==> config.mk <==
export PLATFORM = sky130hd
export DESIGN_NAME = serial_mult_ctrl
export DESIGN_NICKNAME = d
export VERILOG_FILES = /design/src/rtl/mult_pkg.sv /design/src/rtl/mult_add_stage.sv /design/src/rtl/serial_mult_ctrl.sv
export SDC_FILE = /design/constraint.sdc
export NUM_CORES = 1
export LEC_CHECK = 0
export ABC_AREA = 1
export ABC_CLOCK_PERIOD_IN_PS = 30900
export CAP_MARGIN = 20
export CORE_MARGIN = 2
export CORE_UTILIZATION = 45
export CTS_BUF_LIST = sky130_fd_sc_hd__clkbuf_4
export DETAILED_ROUTE_END_ITERATION = 10
export GPL_TIMING_DRIVEN = 0
export PLACE_DENSITY = 0.8
export SLEW_MARGIN = 20
export SYNTH_ARGS = -nofsm -noshare
export SYNTH_HDL_FRONTEND = slang
export SYNTH_SLANG_ARGS = --single-unit
==> constraint.sdc <==
create_clock -name clk -period 30.9 [get_ports clk]
set_input_delay 3.09 -clock clk [delete_from_list [all_inputs] [get_ports clk]]
set_output_delay 3.09 -clock clk [all_outputs]
set_load 0.02 [all_outputs]
==> src/rtl/mult_pkg.sv <==
`default_nettype none
// ============================================================================
// Module      : mult_pkg
// Description : Shared definitions for the serial multiplier: controller
//               state encoding and the default operand width.
// Contents    : state_t       - IDLE / RUN / DONE controller states
//               DEFAULT_WIDTH - default operand width in bits
// Revision    : 1.0 - initial release
// ============================================================================
package mult_pkg;

  localparam int DEFAULT_WIDTH = 64;

  typedef enum logic [1:0] {
    IDLE = 2'd0,
    RUN  = 2'd1,
    DONE = 2'd2
  } state_t;

endpackage : mult_pkg
`default_nettype wire

==> src/rtl/mult_add_stage.sv <==
`default_nettype none
// ============================================================================
// Module      : mult_add_stage
// Description : WIDTH-bit unsigned ripple-carry adder built from full-adder
//               cells; the carry-out is kept as bit WIDTH of the sum.
// Ports       : x   in  [WIDTH-1:0] - addend (running partial product)
//               y   in  [WIDTH-1:0] - addend (gated multiplicand)
//               sum out [WIDTH:0]   - x + y including carry-out
// Revision    : 1.0 - initial release
// ============================================================================
module mult_add_stage
  import mult_pkg::*;
#(
  parameter int WIDTH = DEFAULT_WIDTH
) (
  input  logic [WIDTH-1:0] x,
  input  logic [WIDTH-1:0] y,
  output logic [WIDTH:0]   sum
);

  logic [WIDTH:0] carry;

  assign carry[0] = 1'b0;

  for (genvar i = 0; i < WIDTH; i++) begin : g_fa
    assign sum[i]     = x[i] ^ y[i] ^ carry[i];
    assign carry[i+1] = (x[i] & y[i]) | (carry[i] & (x[i] ^ y[i]));
  end : g_fa

  assign sum[WIDTH] = carry[WIDTH];

endmodule : mult_add_stage
`default_nettype wire

==> src/rtl/serial_mult_ctrl.sv <==
`default_nettype none
// ============================================================================
// Module      : serial_mult_ctrl
// Description : Shift-and-add unsigned multiplier controller. One multiplier
//               bit is consumed per RUN cycle; the result is
//               {acc_hi, mreg} once DONE is reached.
// Ports       : clk     in              - clock, rising edge
//               reset   in              - synchronous active-high reset
//               start   in              - start request, sampled in IDLE
//               a       in  [WIDTH-1:0] - multiplicand
//               b       in  [WIDTH-1:0] - multiplier
//               busy    out             - high in RUN and DONE
//               done    out             - one-cycle completion pulse
//               product out [2*WIDTH-1:0] - result, held until next start
// Options     : SERIAL_MULT_EARLY_TERM_EN - when defined, RUN ends as soon
//               as the unprocessed multiplier bits are all zero, with one
//               final alignment cycle.
// Revision    : 1.0 - initial release
// ============================================================================
module serial_mult_ctrl
  import mult_pkg::*;
#(
  parameter int WIDTH = DEFAULT_WIDTH
) (
  input  logic                 clk,
  input  logic                 reset,
  input  logic                 start,
  input  logic [WIDTH-1:0]     a,
  input  logic [WIDTH-1:0]     b,
  output logic                 busy,
  output logic                 done,
  output logic [2*WIDTH-1:0]   product
);

  localparam int               CW         = $clog2(WIDTH);
  localparam logic [CW-1:0]    LAST_COUNT = CW'(WIDTH - 1);

  state_t            state;
  state_t            state_nxt;
  logic [WIDTH-1:0]  acc_hi;
  logic [WIDTH-1:0]  mreg;
  logic [WIDTH-1:0]  mcand;
  logic [CW-1:0]     count;
  logic [WIDTH-1:0]  addend;
  logic [WIDTH:0]    sum;
  logic              early_done;

  assign addend = mreg[0] ? mcand : '0;

  mult_add_stage #(.WIDTH(WIDTH)) u_add (
    .x   (acc_hi),
    .y   (addend),
    .sum (sum)
  );

`ifdef SERIAL_MULT_EARLY_TERM_EN
  // After 'count' steps the low WIDTH-count bits of mreg are the multiplier
  // bits still to be consumed. Once they are all zero the remaining steps
  // would only shift, so the whole shift is done in one go.
  localparam logic [CW:0] FULL_SHIFT = (CW+1)'(WIDTH);

  logic [WIDTH-1:0]   pending_mask;
  logic [CW:0]        align_shift;
  logic [2*WIDTH-1:0] aligned;

  assign pending_mask = {WIDTH{1'b1}} >> count;
  assign early_done   = (mreg & pending_mask) == '0;
  assign align_shift  = FULL_SHIFT - {1'b0, count};
  assign aligned      = {acc_hi, mreg} >> align_shift;
`else
  assign early_done   = 1'b0;
`endif

  always_ff @(posedge clk) begin
    if (reset) begin
      state <= IDLE;
    end else begin
      state <= state_nxt;
    end
  end

  always_comb begin
    state_nxt = state;
    busy      = 1'b0;
    done      = 1'b0;
    case (state)
      IDLE: begin
        if (start) begin
          state_nxt = RUN;
        end
      end
      RUN: begin
        busy = 1'b1;
        if (early_done || (count == LAST_COUNT)) begin
          state_nxt = DONE;
        end
      end
      DONE: begin
        busy      = 1'b1;
        done      = 1'b1;
        state_nxt = IDLE;
      end
      default: begin
        state_nxt = IDLE;
      end
    endcase
  end

  always_ff @(posedge clk) begin
    if (reset) begin
      acc_hi <= '0;
      mreg   <= '0;
      mcand  <= '0;
      count  <= '0;
    end else begin
      case (state)
        IDLE: begin
          if (start) begin
            acc_hi <= '0;
            mreg   <= b;
            mcand  <= a;
            count  <= '0;
          end
        end
        RUN: begin
          count <= count + 1'b1;
`ifdef SERIAL_MULT_EARLY_TERM_EN
          if (early_done) begin
            {acc_hi, mreg} <= aligned;
          end else begin
            {acc_hi, mreg} <= {sum, mreg[WIDTH-1:1]};
          end
`else
          // Carry out of the add lands in the MSB of acc_hi; the LSB of the
          // sum drops into the top of mreg as the multiplier shifts out.
          {acc_hi, mreg} <= {sum, mreg[WIDTH-1:1]};
`endif
        end
        default: begin
        end
      endcase
    end
  end

  assign product = {acc_hi, mreg};

endmodule : serial_mult_ctrl
`default_nettype wire

; ---- Word-level counts from Yosys, hierarchy flattened
; Cells that the tools add are included.
[op_classes]
bitwise_logic = 317
muxes = 12
reduce_logical = 6
n_eq_ne = 5
add_sub_neg = 1
[op_table]
columns = cell, n
row1 = $pmux 64 s2, 2
row2 = $mux 64, 3
row3 = $and 1x1->1, 127
row4 = $xor 1x1->1, 127
row5 = $or 1x1->1, 63
row6 = $pmux 6 s2, 1
row7 = $add 6x1->6 const B, 1
row8 = $eq 6x6->1 const B, 1
row9 = $mux 6, 1
row10 = $reduce_and 2->1, 3
row11 = $mux 2, 2
row12 = $ne 2x2->1 const B, 2
row13 = $pmux 2 s2, 1
row14 = $eq 2x1->1 const B, 1
row15 = $eq 2x2->1 const B, 1
row16 = $logic_not 2->1, 1
row17 = $mux 1, 2
row18 = $reduce_bool 2->1, 1
row19 = $reduce_or 2->1, 1
[totals]
ff_bits = 200
out_inout_bits = 130
inputBits = 131
word_cells = 346

; ---- Longest topological paths before layout
[depth]
word_depth = 129
ltp_mapped = 73
ltp_nobuf = 72

; ---- Hierarchy
; Synthesis repeated with hierarchy kept, for this count alone.
[hier_totals]
cells_unflattened = 1190
area_unflattened_um2 = 9673.0
[by_module_without_submodules]
columns = mod, seq_area_each_um2, n_inst, area_each_um2, cells_per_inst
row1 = serial_mult_ctrl, 4003.8, 1, 8361.8, 1116
row2 = mult_add_stage, 0.0, 1, 1311.3, 74

; ---- Least setup slack after synthesis
; OpenSTA, ideal clock, no wires.
[synth_path]
path_kind = reg2reg
start = register mreg[0]
end = register acc_hi[62]
t_arrival_ns = 27.197
path_stages_with_launch = 71
n_path_buf = 2
t_required_ns = 30.830
path_slack_ns = 3.633
period_less_slack_ns = 27.267
setup_ns = 0.070
path_cell_list = dfxtp_1 clkbuf_1 clkbuf_1 nand2_1 fa_1 fa_1 fa_1 fa_1 fa_1 fa_1 fa_1 fa_1 fa_1 fa_1 fa_1 fa_1 fa_1 fa_1 [35 not listed] fa_1 fa_1 fa_1 fa_1 fa_1 fa_1 fa_1 fa_1 fa_1 fa_1 fa_1 fa_1 inv_1 fa_1 inv_1 fa_1 or2_0 a21oi_1
[synth_between]
elab_chain_cells = 128
word_cells_on_any_way = 253
cone_classes = mux (2) / bitwise (251)
[synth_lines]
columns = item, line_no
row1 = "start, declared", serial_mult_ctrl.sv:41  ; logic [WIDTH-1:0] mreg;
row2 = "start signal, assigned", serial_mult_ctrl.sv:136  ; {acc_hi, mreg} <= {sum, mreg[WIDTH-1:1]};
row3 = $mux 64 *, serial_mult_ctrl.sv:48  ; assign addend = mreg[0] ? mcand : '0;
row4 = $and 1x1->1 / $xor 1x1->1 (equally long branches), mult_add_stage.sv:27  ; assign carry[i+1] = (x[i] & y[i]) | (carry[i] & (x[i] ^ y[i]));
row5 = $and 1x1->1, mult_add_stage.sv:27
row6 = $or 1x1->1, mult_add_stage.sv:27
row7 = $and 1x1->1, mult_add_stage.sv:27
row8 = $or 1x1->1, mult_add_stage.sv:27
row9 = $and 1x1->1, mult_add_stage.sv:27
row10 = $or 1x1->1, mult_add_stage.sv:27
row11 = [112 not listed], --
row12 = $and 1x1->1, mult_add_stage.sv:27
row13 = $or 1x1->1, mult_add_stage.sv:27
row14 = $and 1x1->1, mult_add_stage.sv:27
row15 = $or 1x1->1, mult_add_stage.sv:27
row16 = $and 1x1->1, mult_add_stage.sv:27
row17 = $or 1x1->1, mult_add_stage.sv:27
row18 = $xor 1x1->1 *, mult_add_stage.sv:26  ; assign sum[i] = x[i] ^ y[i] ^ carry[i];
row19 = $pmux 64 s2 *, serial_mult_ctrl.sv:116  ; case (state)
row20 = "end signal, assigned", serial_mult_ctrl.sv:136
row21 = "end, declared", serial_mult_ctrl.sv:40  ; logic [WIDTH-1:0] acc_hi;
; Mark *: on every way between the ends. The rest lies on a longest branch, timed or not.
; A chain may end at the register's enable or synchronous reset.

; ---- Worst setup path in the final report
; Same ends and word-level chain as after synthesis.

==> results by group <==
Yosys
  • Mapped Nets: 1,373
  • Ranking of synthesized cells by area: dfxtp_1, fa_1, nand2_1
  • Synth Area per Inst: 7.90 sq um
  • Synth Register Bits: 200
  • Mapped Cells: 1,174
  • Syn. warnings: 0
  • Synth top area share: 0.431
  • Synth Cell Area: 9280 sq um
  • Yosys top cell by area: dfxtp_1
  • Synth unique cells: 24
  • Sequential share of the synthesized area: 0.431

STA
  • RSZ-0062 raised after global routing: false
  • Hold slack: 0.498 ns
  • Worst Max-Slew Pin Slew: 0.780 ns
  • Max-slew violations: 0
  • Worst Skew: 0.0308 ns
  • Fin crit share: 0.929
  • Highest Clock Rate: 34.8 MHz
  • Setup TNS: 0 ns
  • Tmin final: 28.72 ns
  • Setup violations, final: 0
  • Final-report hold violation count: 0
  • Max_slew headroom: 0.480

Route
  • Remaining DRCs: 0
  • Routed Antenna Nets: 0
  • DR pass1 iterations: 6
  • Vias: 8,797
  • Post-Route WL: 26.6 mm
  • DR vias/cell: 5.06
  • Iter 0 DRT Violations: 440
  • WL per Instance: 15.3 um

Worst setup path
  • R2R setup slack: 2.18 ns
  • Crit-path slowest cell: clkbuf_1
  • Reg2Reg Depth: 70
  • CP Data Required Time: 31.41 ns
  • End of the worst register-to-register path: acc_hi[62]
  • Endpoint type of the worst setup path: register
  • Worst-path fanout max: 10
  • Max stage delay on crit path: 0.65 ns
  • Reg-to-reg startpoint: mreg[0]
  • CP Class: register to register
  • CP arrival: 29.23 ns
  • Cell mode on critical path: fa_1
  • Worst setup SP type: register

Clock tree
  • CTS clock-pin slew for the worst setup and hold paths: 0.18 ns
  • CTS Sinks: 200
  • Clk_lat worst skew: 0.59 ns
  • Root Buffer: clkbuf_4
  • CTS H-tree lvls: 4
  • Num CTS Buffers: 17
  • Hold-fix buffers, CTS: 0
  • Post-CTS setup buffers: 0
  • CTS tree: done
  • CTS resizes: 0
  • CTS Buffer Depth: 2

Power and ir drop
  • Pwr Density: 46.1 nW/um^2
  • Leakage: 4.22 nW
  • VDD IR max: 26.4 uV

Global routing
  • Vias in the first global route: 8,563
  • Pin count of the biggest net entering global routing: 19
  • Global-route wire length before repair: 43.0 mm
  • Total GRT Usage: 0.249
  • GR Overflow Total: 0
  • Initial antenna violation count: 3

Final layout
  • Area growth from synthesis to layout: 34.4%
  • Share of layout cells above drive strength 1: 0.0383
  • Commonest cells after routing, fill and taps aside: clkdlybuf4s50_1, nand2_1, dfxtp_1, nor2_1, inv_1
  • Final core occ: 0.616
  • Nets: 1,651
  • Layout fillers: 1,789
  • Leading cell type in the layout, fill and taps excluded: clkdlybuf4s50_1

Worst hold path
  • Cell depth of the worst min-delay path: 2
  • Worst Hold Class: register to register
  • Hold wc startpoint: mreg[5]
  • Worst Hold Endpoint: mreg[4]

Die
  • Die area: 21,800 sq um
  • Core Area: 20,200 sq um
  • I/O pin total: 261
  • Starting Density: 0.459
  • Die Ht: 148 um
  • Die Width: 148 um
  • Row count: 52

Placement
  • Port Buffer Count: 259
  • Final GP Congestion: 0.819
  • Dpl hpwl: 20.3 mm

Run
  • Max cap viols: 0

Status
  • Status: finished clean
## sequential cells by signal, summed over array words and instances (netlist names)
register and count:
count 6, acc_hi 64, mcand 64, mreg 64, state 2
## routing by layer
layer | part of all wire | wire (um) | vias to the layer above | global-route usage
met4 | 0.021 | 553 | 2 | 0.0692
met2 | 0.49 | 13000 | 318 | 0.423
met3 | 0.083 | 2220 | 36 | 0.0728
met5 | 0.00064 | 17 | - | 0
li1 | - | - | 4305 | -
met1 | 0.41 | 10900 | 4136 | 0.309
## worst max-delay path by stage
stage	end	startpoint	slack, ns	depth (start not counted)
floorplan	acc_hi[62]	mreg[0]	3.63	70
CTS	acc_hi[62]	mreg[0]	2.10	70
global placement	acc_hi[62]	mreg[0]	2.42	70
detailed placement	acc_hi[62]	mreg[0]	2.18	70
global route	acc_hi[62]	mreg[0]	1.15	70
finish	acc_hi[62]	mreg[0]	2.18	70
## worst max-delay path: cells and delay by family (launching register included)
kind	cells	cell delay [ns]
AOI/OAI and AO/OA	1	0.12
adders and majority gates	63	26.56
buffers and inverters	4	1.20
DFF	1	0.40
and+or+nand+nor	2	0.38
## power breakdown
| part | internal (mW) | leakage [nW] | switching [mW] |
|---|---|---|---|
| clock | 0.0349 | 0.129 | 0.0960 |
| combinational | 0.0616 | 2.45 | 0.0863 |
| sequential | 0.280 | 1.64 | 0.0153 |
| total | 0.377 | 4.22 | 0.198 |
## Yosys cell counts (all sizes together)
cell type    n
o21bai       1
fa          63
and3         1
o22ai       61
a21oi        9
clkbuf      53
nand3        2
nor2       197
dfxtp      200
buf         31
o21ai      132
nand2      209
or2          2
a31oi       64
nor3         1
nand4        2
inv        141
ha           5
## cells by family after synthesis
group,Yosys count,synth area share
flops,200,0.431
fa+ha+maj,68,0.143
simple gates,414,0.169
compound gates,267,0.162
buf+inv,225,0.0952
## stage by stage
stage,instance area [sq um],setup WS [ns],power [mW],instances
after floorplan,9280,3.63,0.379,1174
after global placement,12200,2.42,0.445,1703
after detailed placement,12200,2.18,0.448,1703
after CTS,12500,2.10,0.576,1734
after global routing,12500,1.15,0.605,1738
final,12500,2.18,0.574,1738
## final cells by class
type,count,area (sq um),area share
Antenna cell,4,10.0,0.000803
Buffer,84,354,0.0284
Clock buffer,18,135,0.0108
Clock inverter,13,113,0.00903
Inverter,141,529,0.0424
Multi-Input combinational cell,749,4390,0.352
Sequential cell,200,4000,0.321
Tap cell,270,338,0.0271
Timing Repair Buffer,259,2590,0.208
Power figures use the tool's default switching activity.
